$ cat src/rtl/dbg_run_ctrl.sv
// dbg_run_ctrl: debug run-control sequencer for the five-stage Mini-RISC-V core.
// Drives the pipeline freeze (dbg) from host halt/resume/step commands, a single
// hardware PC breakpoint and an optional halt-on-ecall. It also keeps a count of
// instructions that leave decode while the core is running or stepping.
module dbg_run_ctrl #(
  parameter int ADDR_W       = 16,
  parameter bit RESET_HALTED = 1'b0
) (
  input  logic              clk,
  input  logic              Rst,
  input  logic              halt_req,
  input  logic              resume_req,
  input  logic              step_req,
  input  logic [7:0]        step_cnt,
  input  logic              bp_en,
  input  logic [ADDR_W-1:0] bp_addr,
  input  logic              ecall_halt_en,
  input  logic [ADDR_W-1:0] IF_ID_pres_addr,
  input  logic              ecall,
  input  logic              hz,
  input  logic              mem_hold,
  input  logic              instret_clr,
  output logic              dbg,
  output logic              halted,
  output logic [1:0]        halt_cause,
  output logic              evt_halted,
  output logic [31:0]       instret
);

  // Run-control states
  localparam logic [1:0] ST_RUN  = 2'd0;
  localparam logic [1:0] ST_HALT = 2'd1;
  localparam logic [1:0] ST_STEP = 2'd2;

  // Halt cause encodings
  localparam logic [1:0] CAUSE_NONE  = 2'b00;
  localparam logic [1:0] CAUSE_HOST  = 2'b01;
  localparam logic [1:0] CAUSE_BP    = 2'b10;
  localparam logic [1:0] CAUSE_ECALL = 2'b11;

  // State taken out of reset
  localparam logic [1:0] ST_RESET = RESET_HALTED ? ST_HALT : ST_RUN;

  logic [1:0]  state_reg, state_next;
  logic [7:0]  step_ctr_reg, step_ctr_next;
  logic        skip_reg, skip_next;
  logic [1:0]  cause_reg, cause_next;
  logic [31:0] instret_reg, instret_next;
  logic        evt_reg, evt_next;

  logic        bp_match;
  logic        ecall_match;
  logic        trap_hit;
  logic        dbg_int;
  logic        adv;
  logic        leave_halt;

  // Trap detection: breakpoint / ecall match, masked by skip so a resumed
  // instruction sitting on the breakpoint PC can leave decode once. Reset also
  // masks it so dbg holds its reset value while Rst is asserted.
  always_comb begin
    bp_match    = bp_en && (IF_ID_pres_addr == bp_addr);
    ecall_match = ecall_halt_en && ecall;
    trap_hit    = Rst && !skip_reg && (bp_match || ecall_match);
  end

  // Mealy freeze: in RUN the trap stalls the matching instruction in decode the
  // same cycle, so it never reaches ID/EX.
  always_comb begin
    dbg_int = 1'b1;
    case (state_reg)
      ST_RUN:  dbg_int = trap_hit;
      ST_HALT: dbg_int = 1'b1;
      ST_STEP: dbg_int = 1'b0;
      default: dbg_int = 1'b1;
    endcase
  end

  // An instruction leaves decode when nothing is holding the pipeline.
  always_comb begin
    adv        = !dbg_int && !mem_hold && !hz;
    leave_halt = (state_reg == ST_HALT) && (step_req || resume_req);
  end

  // Next-state, step counter, skip and halt-cause logic.
  always_comb begin
    state_next    = state_reg;
    step_ctr_next = step_ctr_reg;
    cause_next    = cause_reg;
    skip_next     = skip_reg;

    // The first instruction that advances consumes the skip.
    if (adv) begin
      skip_next = 1'b0;
    end

    case (state_reg)
      ST_RUN: begin
        // Host halt outranks a trap; resume/step have nothing to do here.
        if (halt_req) begin
          state_next = ST_HALT;
          cause_next = CAUSE_HOST;
        end else if (trap_hit) begin
          state_next = ST_HALT;
          cause_next = bp_match ? CAUSE_BP : CAUSE_ECALL;
        end
      end

      ST_HALT: begin
        // Step wins over a simultaneous resume; a zero count means one step.
        if (step_req) begin
          state_next    = ST_STEP;
          step_ctr_next = (step_cnt == 8'd0) ? 8'd1 : step_cnt;
        end else if (resume_req) begin
          state_next = ST_RUN;
        end
        // Leaving a trap-caused halt must not immediately re-trap on the same PC.
        if (leave_halt && cause_reg[1]) begin
          skip_next = 1'b1;
        end
      end

      ST_STEP: begin
        // Breakpoints and ecall are deliberately ignored while stepping.
        if (halt_req) begin
          state_next = ST_HALT;
          cause_next = CAUSE_HOST;
        end else if (adv) begin
          step_ctr_next = step_ctr_reg - 8'd1;
          // Treat a (never expected) zero counter as the last step too.
          if (step_ctr_reg <= 8'd1) begin
            state_next = ST_HALT;
          end
        end
      end

      default: begin
        // Unreachable encoding: park safely in HALT.
        state_next = ST_HALT;
      end
    endcase
  end

  // Halt-entry event and retire counter next values.
  always_comb begin
    evt_next = (state_reg != ST_HALT) && (state_next == ST_HALT);

    instret_next = instret_reg;
    if (instret_clr) begin
      instret_next = 32'd0;
    end else if (adv && (state_reg != ST_HALT)) begin
      instret_next = instret_reg + 32'd1;
    end
  end

  // Control-state registers.
  always_ff @(posedge clk or negedge Rst) begin
    if (!Rst) begin
      state_reg    <= ST_RESET;
      step_ctr_reg <= 8'd0;
      skip_reg     <= 1'b0;
      cause_reg    <= CAUSE_NONE;
    end else begin
      state_reg    <= state_next;
      step_ctr_reg <= step_ctr_next;
      skip_reg     <= skip_next;
      cause_reg    <= cause_next;
    end
  end

  // One-cycle pulse on each entry into HALT.
  always_ff @(posedge clk or negedge Rst) begin
    if (!Rst) begin
      evt_reg <= 1'b0;
    end else begin
      evt_reg <= evt_next;
    end
  end

  // Retired-instruction counter; wraps naturally at 2^32.
  always_ff @(posedge clk or negedge Rst) begin
    if (!Rst) begin
      instret_reg <= 32'd0;
    end else begin
      instret_reg <= instret_next;
    end
  end

  // Output mapping; halted comes straight from the state register.
  always_comb begin
    dbg        = dbg_int;
    halted     = (state_reg == ST_HALT);
    halt_cause = cause_reg;
    evt_halted = evt_reg;
    instret    = instret_reg;
  end

endmodule

$ cat config.mk
export PLATFORM = sky130hd
export DESIGN_NAME = dbg_run_ctrl
export DESIGN_NICKNAME = d
export VERILOG_FILES = /design/src/rtl/dbg_run_ctrl.sv
export SDC_FILE = /design/constraint.sdc
export NUM_CORES = 1
export LEC_CHECK = 0
export BUFFER_PORTS_ARGS = -buffer_cell sky130_fd_sc_hd__buf_2
export CAP_MARGIN = 5
export CORE_MARGIN = 2
export CORE_UTILIZATION = 40
export DETAILED_ROUTE_END_ITERATION = 6
export SLEW_MARGIN = 10
export SYNTH_ARGS = -nofsm -noshare
export SYNTH_HDL_FRONTEND = slang
export SYNTH_SLANG_ARGS = --single-unit
$ cat constraint.sdc
create_clock -name clk -period 2.5 [get_ports clk]
set_input_delay 0 -clock clk [delete_from_list [all_inputs] [get_ports clk]]
set_output_delay 0 -clock clk [all_outputs]
set_load 0.005 [all_outputs]
==> metrics.txt <==
# TYPE chip_impl_metric gauge
chip_impl_metric{name="maximum_clock_rate",unit="MHz"} 448
chip_impl_info{name="status",value="finished, final reports clean"} 1
chip_impl_metric{name="layout_worst_path_cycle_share",unit="%"} 89.3
chip_impl_info{name="slowest_stage",value="sky130_fd_sc_hd__or4_1"} 1
chip_impl_info{name="criticalPathCategory",value="flip-flop to flip-flop"} 1
chip_impl_metric{name="synth_mux_area_share",unit="%"} 3.44
chip_impl_metric{name="ys_warn_count",unit=""} 0
chip_impl_metric{name="synth_compound_gate_area_share",unit="%"} 17.1
chip_impl_info{name="cp-startpoint",value="instret[4]$_DFFE_PN0P_"} 1
chip_impl_metric{name="final-setup-viol-count",unit=""} 0
chip_impl_metric{name="crit_fanout",unit=""} 13
chip_impl_metric{name="drt-pass1-iter-count",unit=""} 5
chip_impl_metric{name="finalHoldViolations",unit=""} 0
chip_impl_info{name="worstReg2RegStart",value="instret[4]$_DFFE_PN0P_"} 1
chip_impl_metric{name="synthAdderAreaFrac",unit="%"} 1.29
chip_impl_metric{name="clock_slew_seen_by_the_registers_of_the_worst_setup_and_hold_paths",unit="ns"} 0.08
chip_impl_metric{name="peakVddDrop",unit="V"} 0.000320
chip_impl_metric{name="tightestPinTransition",unit="ns"} 0.713
chip_impl_metric{name="area.growth.synth_to_final",unit="%"} 23.4
chip_impl_metric{name="drt-total-wl",unit="um"} 7220
chip_impl_metric{name="initial_core_util",unit="%"} 40.8
chip_impl_metric{name="slew-limit-headroom",unit="%"} 52.5
chip_impl_metric{name="grt_pass1_vias",unit=""} 2492
chip_impl_metric{name="synthXorXnorAreaFrac",unit="%"} 4.82
chip_impl_metric{name="total_leakage_power",unit="nW"} 1.58
chip_impl_metric{name="clockBufferDepth",unit=""} 2
chip_impl_metric{name="synth_enable_flop_cells",unit=""} 0
chip_impl_info{name="critical_path.endpoint_type",value="flip-flop"} 1
chip_impl_metric{name="post_route_cells_drive_above_1_share",unit="%"} 27.8
chip_impl_metric{name="die_h",unit="um"} 89.3
chip_impl_metric{name="synth.distinct_cells",unit=""} 41
chip_impl_metric{name="route.vias.total",unit=""} 2813
chip_impl_info{name="critical_path.startpoint_type",value="flip-flop"} 1
chip_impl_metric{name="h_tree_level_count",unit=""} 2
chip_impl_metric{name="global_route.overflow_total",unit=""} 0
chip_impl_metric{name="min_period",unit="ns"} 2.23
chip_impl_metric{name="remaining_drc_errors",unit=""} 0
chip_impl_metric{name="power.density",unit="mW/mm^2"} 536
chip_impl_metric{name="cap_viol_max_count",unit=""} 0
chip_impl_info{name="critPathMostFrequentCell",value="sky130_fd_sc_hd__or4_1"} 1
chip_impl_metric{name="initial_antenna_violation_count",unit=""} 0
chip_impl_metric{name="floorplan.die.width",unit="um"} 89.3
chip_impl_info{name="cts_root_buf",value="sky130_fd_sc_hd__clkbuf_8"} 1
chip_impl_metric{name="final.setup_skew",unit="ns"} 0.00518
chip_impl_metric{name="post_dp_cell_area",unit="mm^2"} 0.00347
chip_impl_info{name="synth_top_family_by_area",value="simple AND/OR/NAND/NOR gates"} 1
chip_impl_metric{name="report.final.slew_viol_count",unit=""} 0
chip_impl_metric{name="grt_pass1_wl",unit="um"} 11700
chip_impl_metric{name="synthSimpleGateAreaFrac",unit="%"} 29.2
chip_impl_metric{name="syn-cell-area",unit="mm^2"} 0.00291
chip_impl_metric{name="fin_area",unit="mm^2"} 0.00359
chip_impl_info{name="postSynth.topFlopCell",value="sky130_fd_sc_hd__dfrtp_1"} 1
chip_impl_metric{name="use_met2",unit="%"} 29.4
chip_impl_metric{name="cts.repair.resized",unit=""} 0
chip_impl_metric{name="placement.setup.worst_slack",unit="ns"} 0.312
chip_impl_info{name="tritoncts_clock_tree",value="built"} 1
chip_impl_metric{name="syn-instance-count",unit=""} 339
chip_impl_metric{name="clkLatencyLatePin",unit="ns"} 0.29
chip_impl_metric{name="largest_register_ff_count",unit=""} 32
chip_impl_metric{name="tot_pwr",unit="W"} 0.00192
chip_impl_info{name="worstHoldStart",value="step_cnt[1]"} 1
chip_impl_metric{name="gp_congestion",unit=""} 0.765
chip_impl_info{name="grt-busiest-layer",value="met2"} 1
chip_impl_metric{name="pnr_worst_setup_slack",unit="ns"} 0.269
chip_impl_metric{name="detailed_place_hpwl",unit="um"} 5120
chip_impl_metric{name="post_drt_via_cell_ratio",unit=""} 5.34
chip_impl_metric{name="post_layout_utilization_of_the_core",unit="%"} 50.3
chip_impl_info{name="crit_family",value="simple AND/OR/NAND/NOR gates"} 1
chip_impl_metric{name="worst-endpoint-arrival",unit="ns"} 2.44
chip_impl_metric{name="finish.net_count",unit=""} 482
chip_impl_metric{name="crit_path_max_incr_delay",unit="ns"} 0.46
chip_impl_metric{name="pin_count_of_the_biggest_net_entering_global_routing",unit=""} 56
chip_impl_metric{name="num_io_pins",unit=""} 88
chip_impl_metric{name="critical_path_buf_inv_count",unit=""} 0
chip_impl_metric{name="met3_routing_resource_usage_after_global_routing",unit="%"} 3.51
chip_impl_metric{name="die_area",unit="mm^2"} 0.00797
chip_impl_metric{name="grt_use_total",unit="%"} 18.4
chip_impl_metric{name="postRouteAntennaNets",unit=""} 0
chip_impl_metric{name="postSynthNetCount",unit=""} 393
chip_impl_info{name="holdCritPathClass",value="primary input to flip-flop"} 1
chip_impl_metric{name="diodes_inserted",unit=""} 0
chip_impl_metric{name="clock-sinks",unit=""} 46
chip_impl_metric{name="synth_seq_area_share",unit="%"} 39.6
chip_impl_metric{name="postSynthAreaPerCell",unit="um^2"} 8.58
chip_impl_metric{name="detail_route.iter0.violations",unit=""} 129
chip_impl_metric{name="avgRoutedWirePerCell",unit="um"} 13.7
chip_impl_metric{name="core.rowCount",unit=""} 31
chip_impl_metric{name="cts_made_buffers",unit=""} 5
chip_impl_info{name="grt_setup_unrepaired",value="false"} 1
chip_impl_metric{name="synth.ff_latch_count",unit=""} 46
chip_impl_metric{name="core_footprint",unit="mm^2"} 0.00714
chip_impl_metric{name="io_buffers",unit=""} 87
chip_impl_metric{name="cp_data_required_time",unit="ns"} 2.71
chip_impl_metric{name="setup_tns",unit="ns"} 0
chip_impl_metric{name="use_met1",unit="%"} 25.9
chip_impl_info{name="timing.critical_path.cells",value="and4_1 > and3_4 > nand4_4 > or4_1 > or4_1 > a21oi_1"} 1
chip_impl_metric{name="postSynth.asyncResetShare",unit="%"} 100
-- worst register-to-register path, cell delays in order (launching register included) --
cell                      delay, ns
sky130_fd_sc_hd__dfrtp_1       0.45
sky130_fd_sc_hd__and4_1        0.28
sky130_fd_sc_hd__and3_4        0.23
sky130_fd_sc_hd__nand4_4       0.18
sky130_fd_sc_hd__or4_1         0.46
sky130_fd_sc_hd__or4_1         0.40
sky130_fd_sc_hd__a21oi_1       0.15
-- metrics by stage --
step / hold WS, ns / cells
floorplan: -0.296 / 339
global placement: 0.248 / 516
global route: 0.0251 / 527
detailed placement: 0.239 / 516
CTS: 0.00642 / 527
finish: 0.0181 / 527
-- per-layer routing --
layer  share of wire (%)  vias to the layer above
met5                   0                        -
met4                0.40                        0
met3                 5.9                        2
met2                  46                       75
met1                  48                     1305
li1                    -                     1431
-- cell type report --
class,count,area [um^2]
multi-input cells,261,1630
repair buffers,100,556
well taps,99,124
clock buffers,7,76.3
fillers,742,3550
flip-flops and latches,46,1150
inverters,14,52.6
-- worst paths after layout --
path | to | slack, ns | cells after the start
min in group asynchronous | instret[14]$_DFFE_PN0P_ | 0.41 | 3
worst min register to register | skip_reg$_DFF_PN0_ | 0.53 | 2
worst max register to register | instret[17]$_DFFE_PN0P_ | 0.27 | 6
max in group asynchronous | step_ctr_reg[3]$_DFFE_PN0P_ | 1.69 | 3
worst max-delay path | instret[17]$_DFFE_PN0P_ | 0.27 | 6
worst min-delay path | step_ctr_reg[1]$_DFFE_PN0P_ | 0.02 | 3
-- power breakdown --
part           leakage, nW  internal (W)  switching [W]
registers            0.608      0.000846       0.000100
logic                0.932      0.000234       0.000314
clock network       0.0383      0.000193       0.000238
-- synthesized netlist by cell type (11+ instances only) --
library cell | instances | area [um^2]
sky130_fd_sc_hd__dfrtp_1 | 46 | 1150
sky130_fd_sc_hd__inv_1 | 14 | 52.6
sky130_fd_sc_hd__nor4_1 | 11 | 68.8
sky130_fd_sc_hd__o21ai_0 | 13 | 65.1
sky130_fd_sc_hd__xor2_1 | 15 | 131
sky130_fd_sc_hd__nand2_1 | 33 | 124
sky130_fd_sc_hd__nand3_1 | 13 | 65.1
sky130_fd_sc_hd__a21oi_1 | 34 | 170
sky130_fd_sc_hd__clkbuf_1 | 13 | 48.8
sky130_fd_sc_hd__or4_1 | 16 | 120
sky130_fd_sc_hd__o31ai_1 | 15 | 113
sky130_fd_sc_hd__nor2_1 | 28 | 105
-- timing repair --
item	in CTS	in global routing
hold endpoints to repair	49	0
hold buffers	4	0
setup buffers	0	0
-- cell usage in the layout (no fill, tap or decap), drive strengths merged, types with 2 or more instances in the layout --
cell type	count
a21oi	34
a22oi	2
and3	2
and4	2
buf	96
clkbuf	7
dfrtp	46
dlygate4sd3	4
ha	3
inv	14
mux2	8
nand2	33
nand2b	2
nand3	13
nand3b	2
nand4	6
nor2	28
nor2b	9
nor3	7
nor4	11
nor4b	2
o21ai	13
o22ai	4
o311ai	3
o31ai	15
o41ai	6
or2	6
or3	9
or4	16
or4b	3
xor2	15
-- cells by family (layout without fill, tap and decap cells) --
group	Yosys count	in the layout
simple gates	152	152
fa+ha+maj	3	3
compound gates	81	81
buf+inv	32	121
xor+xnor	16	16
flops	46	46
mux	9	9
No activity file was read; power rests on OpenSTA's default activity.
